===== src/rtl/ad9361_spi_pkg.sv =====
// Shared types and field positions for the AD9361 SPI register-port responder.
// Latency: n/a (package only).
// Backpressure: n/a (package only).
package ad9361_spi_pkg;

    typedef enum logic [1:0] {
        IDLE  = 2'd0,
        INSTR = 2'd1,
        DATA  = 2'd2,
        DONE  = 2'd3
    } state_t;

    // Instruction word layout, MSB first on the wire
    localparam int RW_BIT    = 15;
    localparam int NB_MSB    = 14;
    localparam int NB_LSB    = 12;
    localparam int ADDR_W    = 10;

    localparam int INSTR_LEN = 16;
    localparam int BYTE_LEN  = 8;

endpackage


===== src/rtl/spi_pin_sync.sv =====
// Brings the asynchronous SPI pins into the clk domain and flags spi_clk edges.
// Latency: 2 clk to the synchronised levels; edge strobes act on the 3rd clk after the pin edge.
// Backpressure: none; the pins are sampled every clk.
module spi_pin_sync (
    input  logic clk,
    input  logic rst_n,
    input  logic spi_clk,
    input  logic spi_enb,
    input  logic spi_di,
    output logic sclk_rise,
    output logic sclk_fall,
    output logic enb_s,
    output logic di_s
);

    logic [2:0] sclk_sr;
    logic [1:0] enb_sr;
    logic [1:0] di_sr;

    // Two-flop synchronisers plus one history flop on spi_clk; enable resets deasserted (high)
    always_ff @(posedge clk or negedge rst_n) begin
        if (!rst_n) begin
            sclk_sr <= 3'b000;
            enb_sr  <= 2'b11;
            di_sr   <= 2'b00;
        end else begin
            sclk_sr <= {sclk_sr[1:0], spi_clk};
            enb_sr  <= {enb_sr[0], spi_enb};
            di_sr   <= {di_sr[0], spi_di};
        end
    end

    assign sclk_rise = sclk_sr[1] & ~sclk_sr[2];
    assign sclk_fall = ~sclk_sr[1] & sclk_sr[2];
    assign enb_s     = enb_sr[1];
    assign di_s      = di_sr[1];

endmodule


===== src/rtl/ad9361_spi_slave.sv =====
// Behavioural AD9361 SPI register port: decodes instructions, holds a flop register file, returns read data.
// Latency: write commits 1 clk after the 8th synchronised rise of a byte; read bits appear ~3 clk after each spi_clk fall.
// Backpressure: none; the SPI master paces all traffic, clk must run at least 8x spi_clk.
module ad9361_spi_slave #(
    parameter int          DEPTH   = 64,
    parameter logic [9:0]  ID_ADDR = 10'h037,
    parameter logic [7:0]  ID_VAL  = 8'h0A
) (
    input  logic       clk,
    input  logic       rst_n,
    input  logic       spi_clk,
    input  logic       spi_enb,
    input  logic       spi_di,
    output logic       spi_do,
    output logic       spi_do_oe,
    output logic       wr_stb,
    output logic [9:0] wr_addr,
    output logic [7:0] wr_data,
    output logic       err_abort
);

    import ad9361_spi_pkg::*;

    localparam int                AW      = (DEPTH > 1) ? $clog2(DEPTH) : 1;
    localparam logic [ADDR_W:0]   DEPTH_L = (ADDR_W + 1)'(DEPTH);

    logic sclk_rise, sclk_fall, enb_s, di_s;
    logic enb_prev, enb_fall;

    state_t state, state_nxt;

    logic [3:0]          bit_cnt;
    logic [14:0]         instr_sr;
    logic [15:0]         instr_word;
    logic                rw;
    logic [2:0]          nb;
    logic [ADDR_W-1:0]   addr;
    logic [3:0]          byte_cnt;
    logic [6:0]          data_sr;
    logic [7:0]          wr_byte;
    logic [7:0]          out_sr;
    logic [7:0]          rd_q;
    logic                rd_vld;

    logic                abort;
    logic                instr_done;
    logic                byte_done;
    logic                rd_req;
    logic [ADDR_W-1:0]   rd_addr;
    logic [7:0]          rd_byte;
    logic                wr_en;

    logic [7:0] mem [DEPTH];

    spi_pin_sync u_sync (
        .clk       (clk),
        .rst_n     (rst_n),
        .spi_clk   (spi_clk),
        .spi_enb   (spi_enb),
        .spi_di    (spi_di),
        .sclk_rise (sclk_rise),
        .sclk_fall (sclk_fall),
        .enb_s     (enb_s),
        .di_s      (di_s)
    );

    assign enb_fall   = enb_prev & ~enb_s;
    assign instr_word = {instr_sr, di_s};
    assign wr_byte    = {data_sr, di_s};

    // State register
    always_ff @(posedge clk or negedge rst_n) begin
        if (!rst_n) state <= IDLE;
        else        state <= state_nxt;
    end

    // Next-state decode and per-cycle control strobes; enable-high takes priority over clock edges
    always_comb begin
        state_nxt  = state;
        abort      = 1'b0;
        instr_done = 1'b0;
        byte_done  = 1'b0;
        case (state)
            IDLE: begin
                if (enb_fall) state_nxt = INSTR;
            end
            INSTR: begin
                if (enb_s) begin
                    abort     = 1'b1;
                    state_nxt = IDLE;
                end else if (sclk_rise && bit_cnt == 4'(INSTR_LEN - 1)) begin
                    instr_done = 1'b1;
                    state_nxt  = DATA;
                end
            end
            DATA: begin
                if (enb_s) begin
                    // Leaving on a byte boundary is a legal early stop; mid-byte is an error
                    abort     = (bit_cnt != 4'd0);
                    state_nxt = IDLE;
                end else if (sclk_rise && bit_cnt == 4'(BYTE_LEN - 1)) begin
                    byte_done = 1'b1;
                    if (byte_cnt == {1'b0, nb}) state_nxt = DONE;
                end
            end
            DONE: begin
                if (enb_s) state_nxt = IDLE;
            end
            default: state_nxt = IDLE;
        endcase
    end

    // Read-port address, request and address-map lookup (ID register, implemented, or zero)
    always_comb begin
        rd_addr = instr_done ? instr_word[ADDR_W-1:0] : addr - 1'b1;
        rd_req  = (instr_done && !instr_word[RW_BIT]) || (byte_done && !rw && state_nxt == DATA);
        rd_byte = 8'h00;
        if (rd_addr == ID_ADDR)
            rd_byte = ID_VAL;
        else if ({1'b0, rd_addr} < DEPTH_L)
            rd_byte = mem[rd_addr[AW-1:0]];
        wr_en   = byte_done && rw && ({1'b0, addr} < DEPTH_L) && (addr != ID_ADDR);
    end

    // Register file; cleared by reset, the ID location is never written
    always_ff @(posedge clk or negedge rst_n) begin
        if (!rst_n) begin
            for (int i = 0; i < DEPTH; i++) mem[i] <= 8'h00;
        end else if (wr_en) begin
            mem[addr[AW-1:0]] <= wr_byte;
        end
    end

    // Shift registers, counters, write strobe and read-data driver
    always_ff @(posedge clk or negedge rst_n) begin
        if (!rst_n) begin
            enb_prev  <= 1'b1;
            bit_cnt   <= 4'd0;
            instr_sr  <= 15'd0;
            rw        <= 1'b0;
            nb        <= 3'd0;
            addr      <= '0;
            byte_cnt  <= 4'd0;
            data_sr   <= 7'd0;
            out_sr    <= 8'h00;
            rd_q      <= 8'h00;
            rd_vld    <= 1'b0;
            spi_do    <= 1'b0;
            spi_do_oe <= 1'b0;
            wr_stb    <= 1'b0;
            wr_addr   <= 10'd0;
            wr_data   <= 8'h00;
            err_abort <= 1'b0;
        end else begin
            enb_prev  <= enb_s;
            err_abort <= abort;
            wr_stb    <= 1'b0;
            rd_vld    <= rd_req;
            if (rd_req) rd_q <= rd_byte;

            case (state)
                IDLE: begin
                    bit_cnt <= 4'd0;
                end
                INSTR: begin
                    if (sclk_rise) begin
                        instr_sr <= instr_word[14:0];
                        bit_cnt  <= bit_cnt + 4'd1;
                    end
                    if (instr_done) begin
                        rw       <= instr_word[RW_BIT];
                        nb       <= instr_word[NB_MSB:NB_LSB];
                        addr     <= instr_word[ADDR_W-1:0];
                        byte_cnt <= 4'd0;
                        bit_cnt  <= 4'd0;
                    end
                end
                DATA: begin
                    if (sclk_rise && !enb_s) begin
                        data_sr <= wr_byte[6:0];
                        bit_cnt <= (bit_cnt == 4'(BYTE_LEN - 1)) ? 4'd0 : bit_cnt + 4'd1;
                    end
                    if (byte_done) begin
                        if (rw) begin
                            wr_stb  <= 1'b1;
                            wr_addr <= addr;
                            wr_data <= wr_byte;
                        end
                        addr     <= addr - 1'b1;
                        byte_cnt <= byte_cnt + 4'd1;
                    end
                end
                default: ;
            endcase

            // Read data leaves on spi_clk falls only while a read stays in DATA
            if (state == DATA && !rw && state_nxt == DATA) begin
                if (sclk_fall) begin
                    spi_do    <= out_sr[7];
                    spi_do_oe <= 1'b1;
                    out_sr    <= {out_sr[6:0], 1'b0};
                end
            end else begin
                spi_do    <= 1'b0;
                spi_do_oe <= 1'b0;
            end
            // Fetched byte lands well before the next fall, so it never collides with a shift
            if (rd_vld) out_sr <= rd_q;
        end
    end

endmodule

===== config.mk =====
export PLATFORM = sky130hd
export DESIGN_NAME = ad9361_spi_slave
export DESIGN_NICKNAME = d
export VERILOG_FILES = /design/src/rtl/ad9361_spi_pkg.sv /design/src/rtl/spi_pin_sync.sv /design/src/rtl/ad9361_spi_slave.sv
export SDC_FILE = /design/constraint.sdc
export NUM_CORES = 1
export LEC_CHECK = 0
export ABC_AREA = 1
export BUFFER_PORTS_ARGS = -buffer_cell sky130_fd_sc_hd__buf_2
export CAP_MARGIN = 10
export CORE_UTILIZATION = 64
export CTS_CLUSTER_SIZE = 10
export DETAILED_ROUTE_END_ITERATION = 7
export GPL_TIMING_DRIVEN = 0
export PLACE_DENSITY = 0.84
export SYNTH_ARGS = -nofsm -noshare
export SYNTH_HDL_FRONTEND = slang
export SYNTH_SLANG_ARGS = --single-unit

===== constraint.sdc =====
create_clock -name clk -period 3 [get_ports clk]
set_input_delay 0.15 -clock clk [delete_from_list [all_inputs] [get_ports clk]]
set_output_delay 0.15 -clock clk [all_outputs]
set_load 0.05 [all_outputs]

* Word-level counts from Yosys, hierarchy flattened
Cells that the tools add are included.
Storage, ports and cells: latch bits 0, memories 0, flip-flop bits (word level) 605, ROM bits 0, input port bits 5, bits in writable memories 0
Operators by class: $add $sub $neg 3, bitwise logic cells 8, eq/ne operators 14, divide/modulo/power cells 0, $mul 0, reductions and logical operators 29, muxes and demuxes 47, shift operators 0, magnitude comparators 5
Operators with widths (count):
- $bwmux W512 | 1
- $mux W8 | 8
- $bmux W8 S6 | 1
- $demux W8 S6 | 1
- $mux W10 | 3
- $mux W4 | 6
- $lt A10 B7 Y1 const B | 2
- $pmux W10 S2 | 1
- $mux W1 | 15
- $ge A7 B7 Y1 const B | 2
- $mux W2 | 7
- $not A6 Y7 | 2
- $logic_and A1 B1 Y1 | 12
- $pmux W4 S3 | 1
- $eq A10 B6 Y1 const B | 1
- $ne A10 B6 Y1 const B | 1
- $sub A10 B1 Y10 const B | 1
- $reduce_and A3 Y1 | 3
- $add A4 B1 Y4 const B | 2
- $ne A2 B2 Y1 const B | 4
- $pmux W2 S4 | 1
- $pmux W4 S2 | 1
- $reduce_and A2 Y1 | 4
- $lt A7 B1 Y1 const B | 1
- other kinds (15) | 25

* Longest topological paths before layout
word-level depth 13, gate-level depth with buffers 19, depth with buffers taken out 18

* Cells and area by module
Synthesis repeated with hierarchy kept, for this count alone.
Unflattened totals: cells, all modules 3407, area, all modules 28652.5 µm²
Modules (own cells, without submodules):
- ad9361_spi_slave | seq. area each 14965.6 µm², cells each 3396, area each 28459.8 µm², times used 1
- spi_pin_sync | seq. area each 177.7 µm², cells each 11, area each 192.7 µm², times used 1

* Least setup slack after synthesis
Ideal clock, no wire load.
path type reg-to-reg, start point reg state[0], end point reg out_sr[3], required time 2874 ps, data arrival time 2181 ps, cell stages (with the launch flop) 13, slack 693 ps, library setup time 126 ps, path through dfrtp_1 > inv_1 > ha_1 > or2_2 > o21ai_0 > a21oi_1 > a21oi_1 > nand2_1 > nor3_4 > nand2_2 > nand2_1 > buf_4 > o21ai_0
On the way: word-level cells in the longest chain between the ends 8
RTL lines:
- start, declared | RTL line ad9361_spi_slave.sv:30 | state_t state, state_nxt;
- start signal, assigned | RTL line ad9361_spi_slave.sv:74 | else state <= state_nxt;
- $mux W2 | RTL line ad9361_spi_slave.sv:103 | if (byte_cnt == {1'b0, nb}) state_nxt = DONE;
- $mux W2 | RTL line ad9361_spi_slave.sv:101 | end else if (sclk_rise && bit_cnt == 4'(BYTE_LEN - 1)) begin
- $mux W2 | RTL line ad9361_spi_slave.sv:97 | if (enb_s) begin
- $pmux W2 S4 | RTL line ad9361_spi_slave.sv:83 | case (state)
- $eq A2 B2 Y1 | RTL line ad9361_spi_slave.sv:197 | if (state == DATA && !rw && state_nxt == DATA) begin
- $logic_and A1 B1 Y1 (*) | RTL line ad9361_spi_slave.sv:197
- $reduce_bool A2 Y1 (no source line) (*)
- $reduce_and A2 Y1 (no source line) (*)
- end signal, assigned | RTL line ad9361_spi_slave.sv:201 | out_sr <= {out_sr[6:0], 1'b0};
- end signal, assigned | RTL line ad9361_spi_slave.sv:208 | if (rd_vld) out_sr <= rd_q;
- end, declared | RTL line ad9361_spi_slave.sv:41 | logic [7:0] out_sr;
Every way passes the cells marked *; elsewhere a longest branch is shown, timed or not. A chain may end at the register's enable or synchronous reset.

* Worst setup path after layout
start point reg bit_cnt[0], end point reg rd_q[3]
On the way: word-level cells in the longest chain between the ends 12
RTL lines:
- start, declared | RTL line ad9361_spi_slave.sv:32 | logic [3:0] bit_cnt;
- start signal, assigned | RTL line ad9361_spi_slave.sv:168 | bit_cnt <= bit_cnt + 4'd1;
- start signal, assigned | RTL line ad9361_spi_slave.sv:181 | bit_cnt <= (bit_cnt == 4'(BYTE_LEN - 1)) ? 4'd0 : bit_cnt + 4'd1;
- $eq A4 B4 Y1 | RTL line ad9361_spi_slave.sv:91 | end else if (sclk_rise && bit_cnt == 4'(INSTR_LEN - 1)) begin
- $logic_and A1 B1 Y1 | RTL line ad9361_spi_slave.sv:91
- $mux W1 | RTL line ad9361_spi_slave.sv:91
- $mux W1 | RTL line ad9361_spi_slave.sv:88 | if (enb_s) begin
- $mux W1 | RTL line ad9361_spi_slave.sv:83
- $mux W10 | RTL line ad9361_spi_slave.sv:115 | rd_addr = instr_done ? instr_word[ADDR_W-1:0] : addr - 1'b1;
- $not A6 Y7 (not written as such) | RTL line ad9361_spi_slave.sv:121 | rd_byte = mem[rd_addr[AW-1:0]];
- $bmux W8 S6 | RTL line ad9361_spi_slave.sv:121
- $mux W8 (not written as such) (2 in a row) | RTL line ad9361_spi_slave.sv:121
- $mux W8 | RTL line ad9361_spi_slave.sv:120 | else if ({1'b0, rd_addr} < DEPTH_L)
- $mux W8 | RTL line ad9361_spi_slave.sv:118 | if (rd_addr == ID_ADDR)
- end signal, assigned | RTL line ad9361_spi_slave.sv:159 | if (rd_req) rd_q <= rd_byte;
- end, declared | RTL line ad9361_spi_slave.sv:42 | logic [7:0] rd_q;
Parallel ways exist; a longest one is shown, timed or not. The select of a mux whose other input is x is not followed.

==> impl_metrics.ini <==
[worst_setup_path]
critPathSlowestCell = o21ai_2
critPathLaunch = bit_cnt[0]
startpoint_type = register
timing.critical_path.mode_cell = nand2_1
slowest_delay_ps = 410
cp_num_cells = 15
cp_num_buf_inv = 3
crit_path_max_fanout = 10
reg2regPathDepth = 15
criticalPathCategory = reg -> reg
r2r-start = bit_cnt[0]
cp-end-kind = register
crit_family = simple AND/OR/NAND/NOR gates
crit_chain = ha_1 -> nand2_2 -> nor2_8 -> nand3_4 -> buf_6 -> o21ai_2 -> inv_2 -> clkbuf_2 -> nand3_1 -> nand2_1 -> nand2_1 -> nand2_1 -> nor2_1 -> nand2_1 -> a21oi_1
arrival_ps = 3580
cp.required_ps = 3550

[synth]
synth_cell_type_count = 48
synth-edff-count = 0
synth_top_area_cell = dfrtp_1
synth_flop_cell = dfrtp_1
synth.most_common_cell = nand2_1
yosys_warnings = 0
postSynthCellCount = 3447
syn_nets = 3462
yosys-top-cells-area = dfrtp_1 52%, nand2_1 15%, nand3_1 8.4%, o21ai_1 8.0%, buf_6 2.4%
seq_area_frac_synth_pct = 52.36
yosysTopAreaCellShare_pct = 52.09
synth_commonest_cells = 1189 x nand2_1, 602 x dfrtp_1, 487 x nand3_1
avgSynthCellArea_um2 = 8.390
synth_seq_cells = 605
syn_area_mm2 = 0.02892
synthArstFlopShare_pct = 100.0

[placed_design]
preCtsSetupSlack_ps = -676.9
place.gp.congestion = 1.013
io_buffers = 26
hpwl_mm = 69.42
dpl.cell_count = 4071
placed_cell_area_mm2 = 0.02997

[cells_and_area]
fin_nets = 3583
fin_util_pct = 73.12
stdcell_count = 4181
area_delta_synth_final_pct = 12.29
final_area_mm2 = 0.03247
drive_above_1_share_pct = 12.27
nFillCells = 3282

[outcome]
outcome = complete, but fails checks
violations = negative setup slack

[sta]
worst_pin_slew_ps = 1293
finalCritPeriodShare_pct = 101.0
slew_violations = 0
max_freq_mhz = 329.9
slew_headroom_pct = 13.80
skew_ps = 20.17
final.setup.tns_ps = -46.16
fin_ws_ps = -31.26
finalHoldViolCount = 0
setup_violations = 3
fin_crit_ps = 3031
rsz0062_at_grt = true

[detailed_routing]
drt_iter0_drc = 4215
via_per_inst = 6.463
ant_nets = 0
wl_mm = 101.7
vias = 27020
wl_per_cell_um = 24.31
firstDrtPassIters = 7
drc_errors = 0

[die]
core_region_area_mm2 = 0.04441
num_rows = 77
die_w_um = 214.6
initial_core_util_pct = 65.12
pin_count = 27
dieArea_mm2 = 0.04604
die_y_um = 214.6

[global_routing]
grt_usage_pct = 44.33
grt_max_degree = 112
grt_pass1_wl_mm = 152.6
first_global_vias = 25930
overflow = 0
antenna_found_initial = 2

[power_and_ir_drop]
irDropWorstVdd_mv = 0.6752
combPwrFrac_pct = 44.6
power_density_mw_per_mm2 = 903.7
swShare_pct = 44.55
leakage_nw = 15.04
seqPwrFrac_pct = 28.8
p_sw_w = 0.01307
clkPwrFrac_pct = 26.5
internal_power_w = 0.01627

[clocking]
clk-insertion-delay-late_ps = 630
cts_tree = done
numClockSinks = 605
cts.reportedPaths.clkPinSlew_ps = 60
cts-root-buf = clkbuf_16
cts_max_level = 3
numCtsBuffers = 71
clk_path_buf_depth = 3

[worst_hold_path]
hold_path_class = in -> async

[job]
max-cap-violations = 0
-- final timing paths --
kind | end | slack (ps)
max | rd_q[3] | -30
min | mem[437] | 110
max reg2reg | rd_q[3] | -30
min reg2reg | u_sync.sclk_sr[1] | 350
max in group asynchronous | mem[173] | 920
min in group clk | u_sync.di_sr[0] | 180
-- cell usage in the layout (no fill, tap or decap), types with 4 or more instances in the layout --
cell	n
nand2_1	1187
dfrtp_1	602
nand3_1	485
o21ai_1	463
o21ai_0	100
clkbuf_1	83
nor2_1	77
inv_1	76
clkbuf_16	75
buf_6	72
nand2_4	63
buf_4	54
buf_2	44
o21ai_2	26
clkbuf_4	22
a21oi_1	18
inv_2	11
nand4_1	9
o211ai_1	9
xor2_1	9
nor2_4	8
ha_1	8
buf_12	7
clkbuf_2	7
buf_16	7
nand2_2	6
nand4_4	6
dlygate4sd3_1	4
-- layout make-up --
type	count	area, um^2	share of cell area (%)
buffer	245	1864	5.741
inverter	89	336.6	1.036
antenna	3	7.507	0.02312
timing repair buffer	48	462.9	1.426
tap	592	740.7	2.281
clock buffer	87	1942	5.980
multi-input combinational	2508	11940	36.78
clock inverter	4	33.78	0.1040
sequential	605	15140	46.63
-- power groups by stage --
stage | clock [W] | combinational (W) | sequential (W)
final | 0.00779 | 0.0131 | 0.00847
after global routing | 0.00809 | 0.0132 | 0.00848
after CTS | 0.00775 | 0.0118 | 0.00846
after detailed placement | 0 | 0.0113 | 0.00859
after global placement | 0 | 0.0112 | 0.00858
after floorplan | 0 | 0.00634 | 0.00857
-- stage by stage --
step | hold WS [ps] | total power [W]
after CTS | 131.7 | 0.02800
after global routing | 156.7 | 0.02972
after floorplan | -145.6 | 0.01491
after global placement | 254.7 | 0.01976
after detailed placement | 171.3 | 0.01994
final | 109.7 | 0.02935
-- flip-flops by register name, summed over array words and instances (netlist names), 3 cells and up --
signal,cells
mem,512
instr_sr,15
addr,10
wr_addr,10
out_sr,8
rd_q,8
wr_data,8
data_sr,7
bit_cnt,4
byte_cnt,4
nb,3
u_sync.sclk_sr,3
-- logic make-up after synthesis --
group                    Yosys count  synth area share (%)
adder cells (fa/ha/maj)           10                0.4326
multiplexers                       2               0.07787
XOR/XNOR                          11                0.3331
AO/OA/AOI/OAI                    631                 11.47
flip-flops                       605                 52.36
AND/OR/NAND/NOR                 1854                 28.67
buffers and inverters            334                 6.662
-- routing by layer --
metal  wire [um]  GRT usage [%]
met1       36500          56.31
met2       43720          64.05
met3       13940          15.18
met4        7478          30.64
met5          13              0
-- repair_timing --
| item | in CTS | in global routing |
|---|---|---|
| setup buffers | 0 | 10 |
| hold buffers | 4 | 0 |
| pin swaps | 0 | 3 |
| resized for setup | 95 | 81 |
| endpoints found under the hold margin | 76 | 0 |
| endpoints found under the setup margin | 8 | 14 |
| cloned | 0 | 0 |
Power figures use the tool's default switching activity.
